`src/rtl/exec_wb_stage_pkg.sv`:
```
// Shared opcode and state encodings for the execute/writeback stage.
// Also holds the helper that says which opcodes produce a register write.
package exec_wb_stage_pkg;

    localparam int EXEC_DATA_W = 8;
    localparam int EXEC_ADDR_W = 4;

    typedef enum logic [3:0] {
        OP_NOP = 4'd0,
        OP_ADD = 4'd1,
        OP_SUB = 4'd2,
        OP_AND = 4'd3,
        OP_OR  = 4'd4,
        OP_XOR = 4'd5,
        OP_SHL = 4'd6,
        OP_SHR = 4'd7,
        OP_LDI = 4'd8,
        OP_CMP = 4'd9,
        OP_MUL = 4'd10
    } op_e;

    typedef enum logic {
        ST_IDLE = 1'b0,
        ST_MUL  = 1'b1
    } state_e;

    function automatic logic op_writes(input logic [3:0] op);
        return op inside {OP_ADD, OP_SUB, OP_AND, OP_OR, OP_XOR,
                          OP_SHL, OP_SHR, OP_LDI, OP_MUL};
    endfunction

endpackage

```
`src/rtl/exec_wb_stage_seq_mul.sv`:
```
// Start/done shift-add multiplier, W x W -> 2W, one partial product per clock.
// done_o is high during the last step; product_o is valid in that same cycle.
module seq_mul #(
    parameter int W = 8
) (
    input  logic           clk_i,
    input  logic           rst_ni,
    input  logic           start_i,
    input  logic [W-1:0]   a_i,
    input  logic [W-1:0]   b_i,
    output logic           done_o,
    output logic [2*W-1:0] product_o
);
    localparam int CNT_W = $clog2(W);

    logic [2*W-1:0] mcand_q, acc_q, acc_d;
    logic [W-1:0]   mplier_q;
    logic [CNT_W-1:0] cnt_q;
    logic           run_q;

    always_comb begin
        acc_d     = acc_q + (mplier_q[0] ? mcand_q : '0);
        done_o    = run_q && (cnt_q == CNT_W'(W - 1));
        product_o = acc_d;
    end

    always_ff @(posedge clk_i or negedge rst_ni) begin
        if (!rst_ni) begin
            mcand_q  <= '0;
            acc_q    <= '0;
            mplier_q <= '0;
            cnt_q    <= '0;
            run_q    <= 1'b0;
        end else if (start_i) begin
            mcand_q  <= {{W{1'b0}}, a_i};
            mplier_q <= b_i;
            acc_q    <= '0;
            cnt_q    <= '0;
            run_q    <= 1'b1;
        end else if (run_q) begin
            acc_q    <= acc_d;
            mcand_q  <= mcand_q << 1;
            mplier_q <= mplier_q >> 1;
            cnt_q    <= cnt_q + 1'b1;
            if (done_o) begin
                run_q <= 1'b0;
            end
        end
    end

endmodule

```
`src/rtl/exec_wb_stage.sv`:
```
// Execute/writeback stage: bypassed operand fetch, 1-cycle ALU, iterative MUL,
// and a single registered write port (wa/wd/we) plus Z/C flags toward reg_file.
module exec_wb_stage
    import exec_wb_stage_pkg::*;
#(
    parameter int DATA_W = EXEC_DATA_W,
    parameter int ADDR_W = EXEC_ADDR_W
) (
    input  logic              clk_i,
    input  logic              rst_ni,
    input  logic              in_valid_i,
    output logic              in_ready_o,
    input  logic [3:0]        op_i,
    input  logic [ADDR_W-1:0] dst_i,
    input  logic [ADDR_W-1:0] src_a_i,
    input  logic [ADDR_W-1:0] src_b_i,
    input  logic [DATA_W-1:0] imm_i,
    output logic [ADDR_W-1:0] ra_o,
    output logic [ADDR_W-1:0] rb_o,
    input  logic [DATA_W-1:0] read_a_i,
    input  logic [DATA_W-1:0] read_b_i,
    output logic [ADDR_W-1:0] wa_o,
    output logic [DATA_W-1:0] wd_o,
    output logic              we_o,
    output logic              flag_z_o,
    output logic              flag_c_o,
    output logic              busy_o
);
    state_e              state_q;
    logic                we_q, flag_z_q, flag_c_q;
    logic [ADDR_W-1:0]   wa_q, mul_dst_q;
    logic [DATA_W-1:0]   wd_q;
    logic [DATA_W-1:0]   opnd_a, opnd_b, alu_res_d;
    logic [DATA_W:0]     sum, diff;
    logic                alu_c_d, alu_upd_d, alu_wr_d;
    logic                accept, mul_start, mul_done;
    logic [2*DATA_W-1:0] product;

    assign ra_o       = src_a_i;
    assign rb_o       = src_b_i;
    assign in_ready_o = (state_q == ST_IDLE);
    assign busy_o     = (state_q == ST_MUL);
    assign we_o       = we_q;
    assign wa_o       = wa_q;
    assign wd_o       = wd_q;
    assign flag_z_o   = flag_z_q;
    assign flag_c_o   = flag_c_q;

    assign accept    = in_valid_i && (state_q == ST_IDLE);
    assign mul_start = accept && (op_i == OP_MUL);

    always_comb begin
        // The write in flight has not reached reg_file yet, so forward it.
        opnd_a = (we_q && (wa_q == src_a_i)) ? wd_q : read_a_i;
        opnd_b = (we_q && (wa_q == src_b_i)) ? wd_q : read_b_i;
        sum    = {1'b0, opnd_a} + {1'b0, opnd_b};
        diff   = {1'b0, opnd_a} - {1'b0, opnd_b};

        alu_res_d = '0;
        alu_c_d   = 1'b0;
        alu_upd_d = 1'b1;
        case (op_i)
            OP_ADD: begin
                alu_res_d = sum[DATA_W-1:0];
                alu_c_d   = sum[DATA_W];
            end
            OP_SUB, OP_CMP: begin
                alu_res_d = diff[DATA_W-1:0];
                alu_c_d   = diff[DATA_W];
            end
            OP_AND: alu_res_d = opnd_a & opnd_b;
            OP_OR:  alu_res_d = opnd_a | opnd_b;
            OP_XOR: alu_res_d = opnd_a ^ opnd_b;
            OP_SHL: begin
                alu_res_d = {opnd_a[DATA_W-2:0], 1'b0};
                alu_c_d   = opnd_a[DATA_W-1];
            end
            OP_SHR: begin
                alu_res_d = {1'b0, opnd_a[DATA_W-1:1]};
                alu_c_d   = opnd_a[0];
            end
            OP_LDI: alu_res_d = imm_i;
            default: alu_upd_d = 1'b0;
        endcase
        alu_wr_d = alu_upd_d && op_writes(op_i);
    end

    always_ff @(posedge clk_i or negedge rst_ni) begin
        if (!rst_ni) begin
            state_q   <= ST_IDLE;
            we_q      <= 1'b0;
            wa_q      <= '0;
            wd_q      <= '0;
            flag_z_q  <= 1'b0;
            flag_c_q  <= 1'b0;
            mul_dst_q <= '0;
        end else begin
            we_q <= 1'b0;
            case (state_q)
                ST_IDLE: begin
                    if (mul_start) begin
                        state_q   <= ST_MUL;
                        mul_dst_q <= dst_i;
                    end else if (accept && alu_upd_d) begin
                        flag_z_q <= (alu_res_d == '0);
                        flag_c_q <= alu_c_d;
                        if (alu_wr_d) begin
                            we_q <= 1'b1;
                            wa_q <= dst_i;
                            wd_q <= alu_res_d;
                        end
                    end
                end
                ST_MUL: begin
                    if (mul_done) begin
                        state_q  <= ST_IDLE;
                        we_q     <= 1'b1;
                        wa_q     <= mul_dst_q;
                        wd_q     <= product[DATA_W-1:0];
                        flag_z_q <= (product[DATA_W-1:0] == '0);
                        flag_c_q <= |product[2*DATA_W-1:DATA_W];
                    end
                end
                default: state_q <= ST_IDLE;
            endcase
        end
    end

    seq_mul #(.W(DATA_W)) u_mul (
        .clk_i     (clk_i),
        .rst_ni    (rst_ni),
        .start_i   (mul_start),
        .a_i       (opnd_a),
        .b_i       (opnd_b),
        .done_o    (mul_done),
        .product_o (product)
    );

endmodule

```
`config.mk`:
```
export PLATFORM = sky130hd
export DESIGN_NAME = exec_wb_stage
export DESIGN_NICKNAME = d
export VERILOG_FILES = /design/src/rtl/exec_wb_stage_pkg.sv /design/src/rtl/exec_wb_stage_seq_mul.sv /design/src/rtl/exec_wb_stage.sv
export SDC_FILE = /design/constraint.sdc
export NUM_CORES = 1
export LEC_CHECK = 0
export CAP_MARGIN = 20
export CORE_ASPECT_RATIO = 1.1
export CORE_MARGIN = 8
export CORE_UTILIZATION = 53
export CTS_BUF_LIST = sky130_fd_sc_hd__clkbuf_4 sky130_fd_sc_hd__clkbuf_8
export CTS_CLUSTER_SIZE = 10
export DETAILED_ROUTE_END_ITERATION = 12
export GPL_TIMING_DRIVEN = 0
export HOLD_SLACK_MARGIN = 0.06
export PLACE_DENSITY = 0.8
export SYNTH_ARGS = -nofsm -noshare
export SYNTH_HDL_FRONTEND = slang
export SYNTH_SLANG_ARGS = --single-unit
export TNS_END_PERCENT = 50
```
`constraint.sdc`:
```
create_clock -name clk_i -period 4 [get_ports clk_i]
set_input_delay 0.8 -clock clk_i [delete_from_list [all_inputs] [get_ports clk_i]]
set_output_delay 0.8 -clock clk_i [all_outputs]
set_load 0.1 [all_outputs]
```
==> impl_metrics.toml <==
[yosys]
synth.most_common_cell = "dfrtp_1"
avgSynthCellArea_sq_um = 8.45
yosys_most_used_dff = "dfrtp_1"
ys_warn_count = 0
yosysTopAreaCell = "dfrtp_1"
synth_cell_types = 77
netlist_area_sq_um = 5480
synth_top_cell_area_share_pct = 29.2
synth_fp_nets = 734
synth_area_leaders = "dfrtp_1 29%, ha_1 9.4%, mux2i_1 9.0%"
netlist_instances = 648
ys_seq_area_share_pct = 29.2
ys_ff_latch = 64
synthTopCellsByCount = "64 x dfrtp_1, 62 x nor2_1, 49 x mux2i_1"
synth-async-reset-ratio_pct = 100
synth_edf_count = 0

[global_routing]
globalRouteTotalUtil_pct = 25.8
grt_pass1_vias = 5433
grt_max_degree = 65
grt_use_met1_pct = 29.9
grt.busiest_layer = "met2"
grt-ovfl-total = 0
grt_pass1_wl_microns = 28000
antenna_found_initial = 0
use_met2_pct = 46.1
met3_usage_pct = 5.31

[place]
place_hpwl_microns = 13000
placed_cells = 836
port-buffer-count = 65
gp_congestion = 0.924

[sta]
tns_ns = -0.585
rsz0062_at_grt = "true"
fin_ws_ns = -0.446
post-route-period-util_pct = 111
slew_headroom_pct = 32.0
finalHoldViolations = 0
final_max_slew_viol_count = 0
fmax_ghz = 0.225
skew_ns = 0.00975
layout_min_cycle_time_ns = 4.45
worst_pin_slew_ns = 1.02
setup_viol = 3

[outcome]
status = "finished with violations"
violations = "negative setup slack"

[detailed_routing]
wl_per_cell_microns = 20.2
via_per_inst = 6.13
ant_nets = 0
finalWirelength_microns = 17800
drcViolationCount = 0
dr_total_vias = 5397
firstDrtPassIters = 4
drtIter0Drc = 519

[cts]
clk_path_buf_depth = 2
clk_pin_slew_ns = 0.07
cts_tree = "done"
cts.htree.levels = 3
cts_buffers = 9
clock-sinks = 64
worstSkewPairLatency_ns = 0.36
root_buffer = "clkbuf_8"

[pwr]
p_per_area_nw_per_um2 = 667
peakVddDrop_v = 0.000399
leakage_nw = 3.11
power_mw = 4.68

[final_layout]
drive_gt1_share_pct = 16.2
final_nets = 838
instances_no_fill = 880
syn_to_final_growth_pct = 28.2
num_antenna_cells = 0
fillers = 819

[worst_setup_path]
cp_num_buf_inv = 3
critPathArrivalTime_ns = 4.71
crit_slowest_cell = "or4b_1"
critPathRequiredTime_ns = 4.27
start_kind = "input pin"
worstPathMaxFanout = 5
cp_cell_sequence = "dlygate4sd2_1, xnor2_2, nand3_4, nor2_8, mux2i_4, buf_4, ha_1, inv_1, ha_1, a311oi_1, o221ai_1, a311o_1, or4b_1, or4_4, o31ai_4"
crit_family = "simple AND/OR/NAND/NOR gates"
end_kind = "flop"
crit_type = "in2reg"
cpPeakStageDelay_ns = 0.51
crit_top_cell = "ha_1"

[floorplan]
dieArea_sq_um = 13800
io_pins = 68
fp-row-count = 39
core_area_sq_um = 10200
die_w_microns = 113
start_util_pct = 53.5
die_y_microns = 123

[min_path]
hp-class = "reg2reg"

[run]
timing.max_cap.violations = 0
[sequential cells by signal (all words and copies together), names as in the netlist]
register and flops:
wa_o 4, u_mul.mcand_q 16, flag_z_o 1, u_mul.acc_q 16, u_mul.cnt_q 3, mul_dst_q 4, u_mul.mplier_q 8, busy_o 1
flag_c_o 1, we_o 1, u_mul.run_q 1, wd_o 8
[placed cells by master (no fill, tap or decap), types with 6 or more instances in the layout]
master and instances:
clkbuf_8 10, inv_2 9, xor2_1 6, nand2_1 46, a211oi_1 14, nor3_1 12
mux2i_4 6, inv_1 28, mux2i_2 6, buf_4 35, o21bai_1 7, nand3_1 12
buf_1 6, o21ai_0 29, nand2b_1 10, clkbuf_1 20, clkdlybuf4s50_1 56, dfrtp_1 59
and3_1 6, a21oi_1 43, nor2_1 62, a31oi_1 7, mux2i_1 37, nor2b_1 24
xnor2_1 12, a21o_1 11, and2_1 18, ha_1 38
[per-stage QoR]
step | cell area, sq um | setup WS (ns) | util, % | hold slack, ns
after CTS | 6940 | -0.422 | 67.7 | 0.484
final | 7020 | -0.446 | 68.5 | 0.483
after global placement | 6310 | -1.57 | 61.6 | 0.461
after detailed placement | 6310 | -1.63 | 61.6 | 0.468
after floorplan | 5510 | -0.425 | - | 0.445
after global routing | 7020 | -0.515 | 68.5 | 0.499
[layout make-up]
class	instances	area (sq um)	share of cell area, %
Inverter	37	139	1.98
Tap cell	123	154	2.19
Multi-Input combinational cell	508	3830	54.5
Buffer	39	206	2.94
Sequential cell	64	1610	22.9
Clock inverter	5	81.3	1.16
Timing Repair Buffer	93	863	12.3
Clock buffer	11	139	1.98
[per-layer routing]
layer / share of wire, % / vias up
met4: 3.6 / 0
li1: - / 2530
met1: 40 / 2620
met2: 50 / 197
met3: 6.1 / 50
met5: 0 / -
[worst min-delay path, stage by stage, from the launching register on]
cell and delay (ns):
dfrtp_1 0.35, nand2_1 0.05, nand2_1 0.06
[worst paths after layout]
kind                              startpoint            to  slack, ns  cells past startpoint
worst max-delay path              src_a_i[3]      flag_z_o      -0.45                     15
worst min-delay path            mul_dst_q[3]  mul_dst_q[3]       0.48                      2
worst max register to register       wa_o[0]      flag_z_o      -0.38                     19
worst min register to register  mul_dst_q[3]  mul_dst_q[3]       0.48                      2
max in group asynchronous             rst_ni       wa_o[0]       2.89                      1
min in group asynchronous             rst_ni       wa_o[3]       0.52                      1
[kinds of logic after synthesis]
group,share of synthesized area [%]
xor gates and xnor gates,3.68
muxes,9.64
adders and majority gates,10.3
AOI/OAI and AO/OA,21.7
DFF,29.2
and+or+nand+nor,19.6
buffers and inverters,5.82
[timing repair]
action | in CTS | in global routing
pin swaps | 22 | 17
buffers inserted | 30 | 5
hold buffers | 0 | 0
resized for setup | 61 | 18
setup endpoints to repair | 9 | 7
[power breakdown]
group          leakage, nW  total (mW)  internal (mW)  switching [mW]
clock                0.110       0.621          0.364           0.256
combinational         2.21        2.83           1.03            1.80
sequential           0.792        1.23          0.947           0.282
total                 3.11        4.68           2.34            2.34
Power figures use the tool's default switching activity.
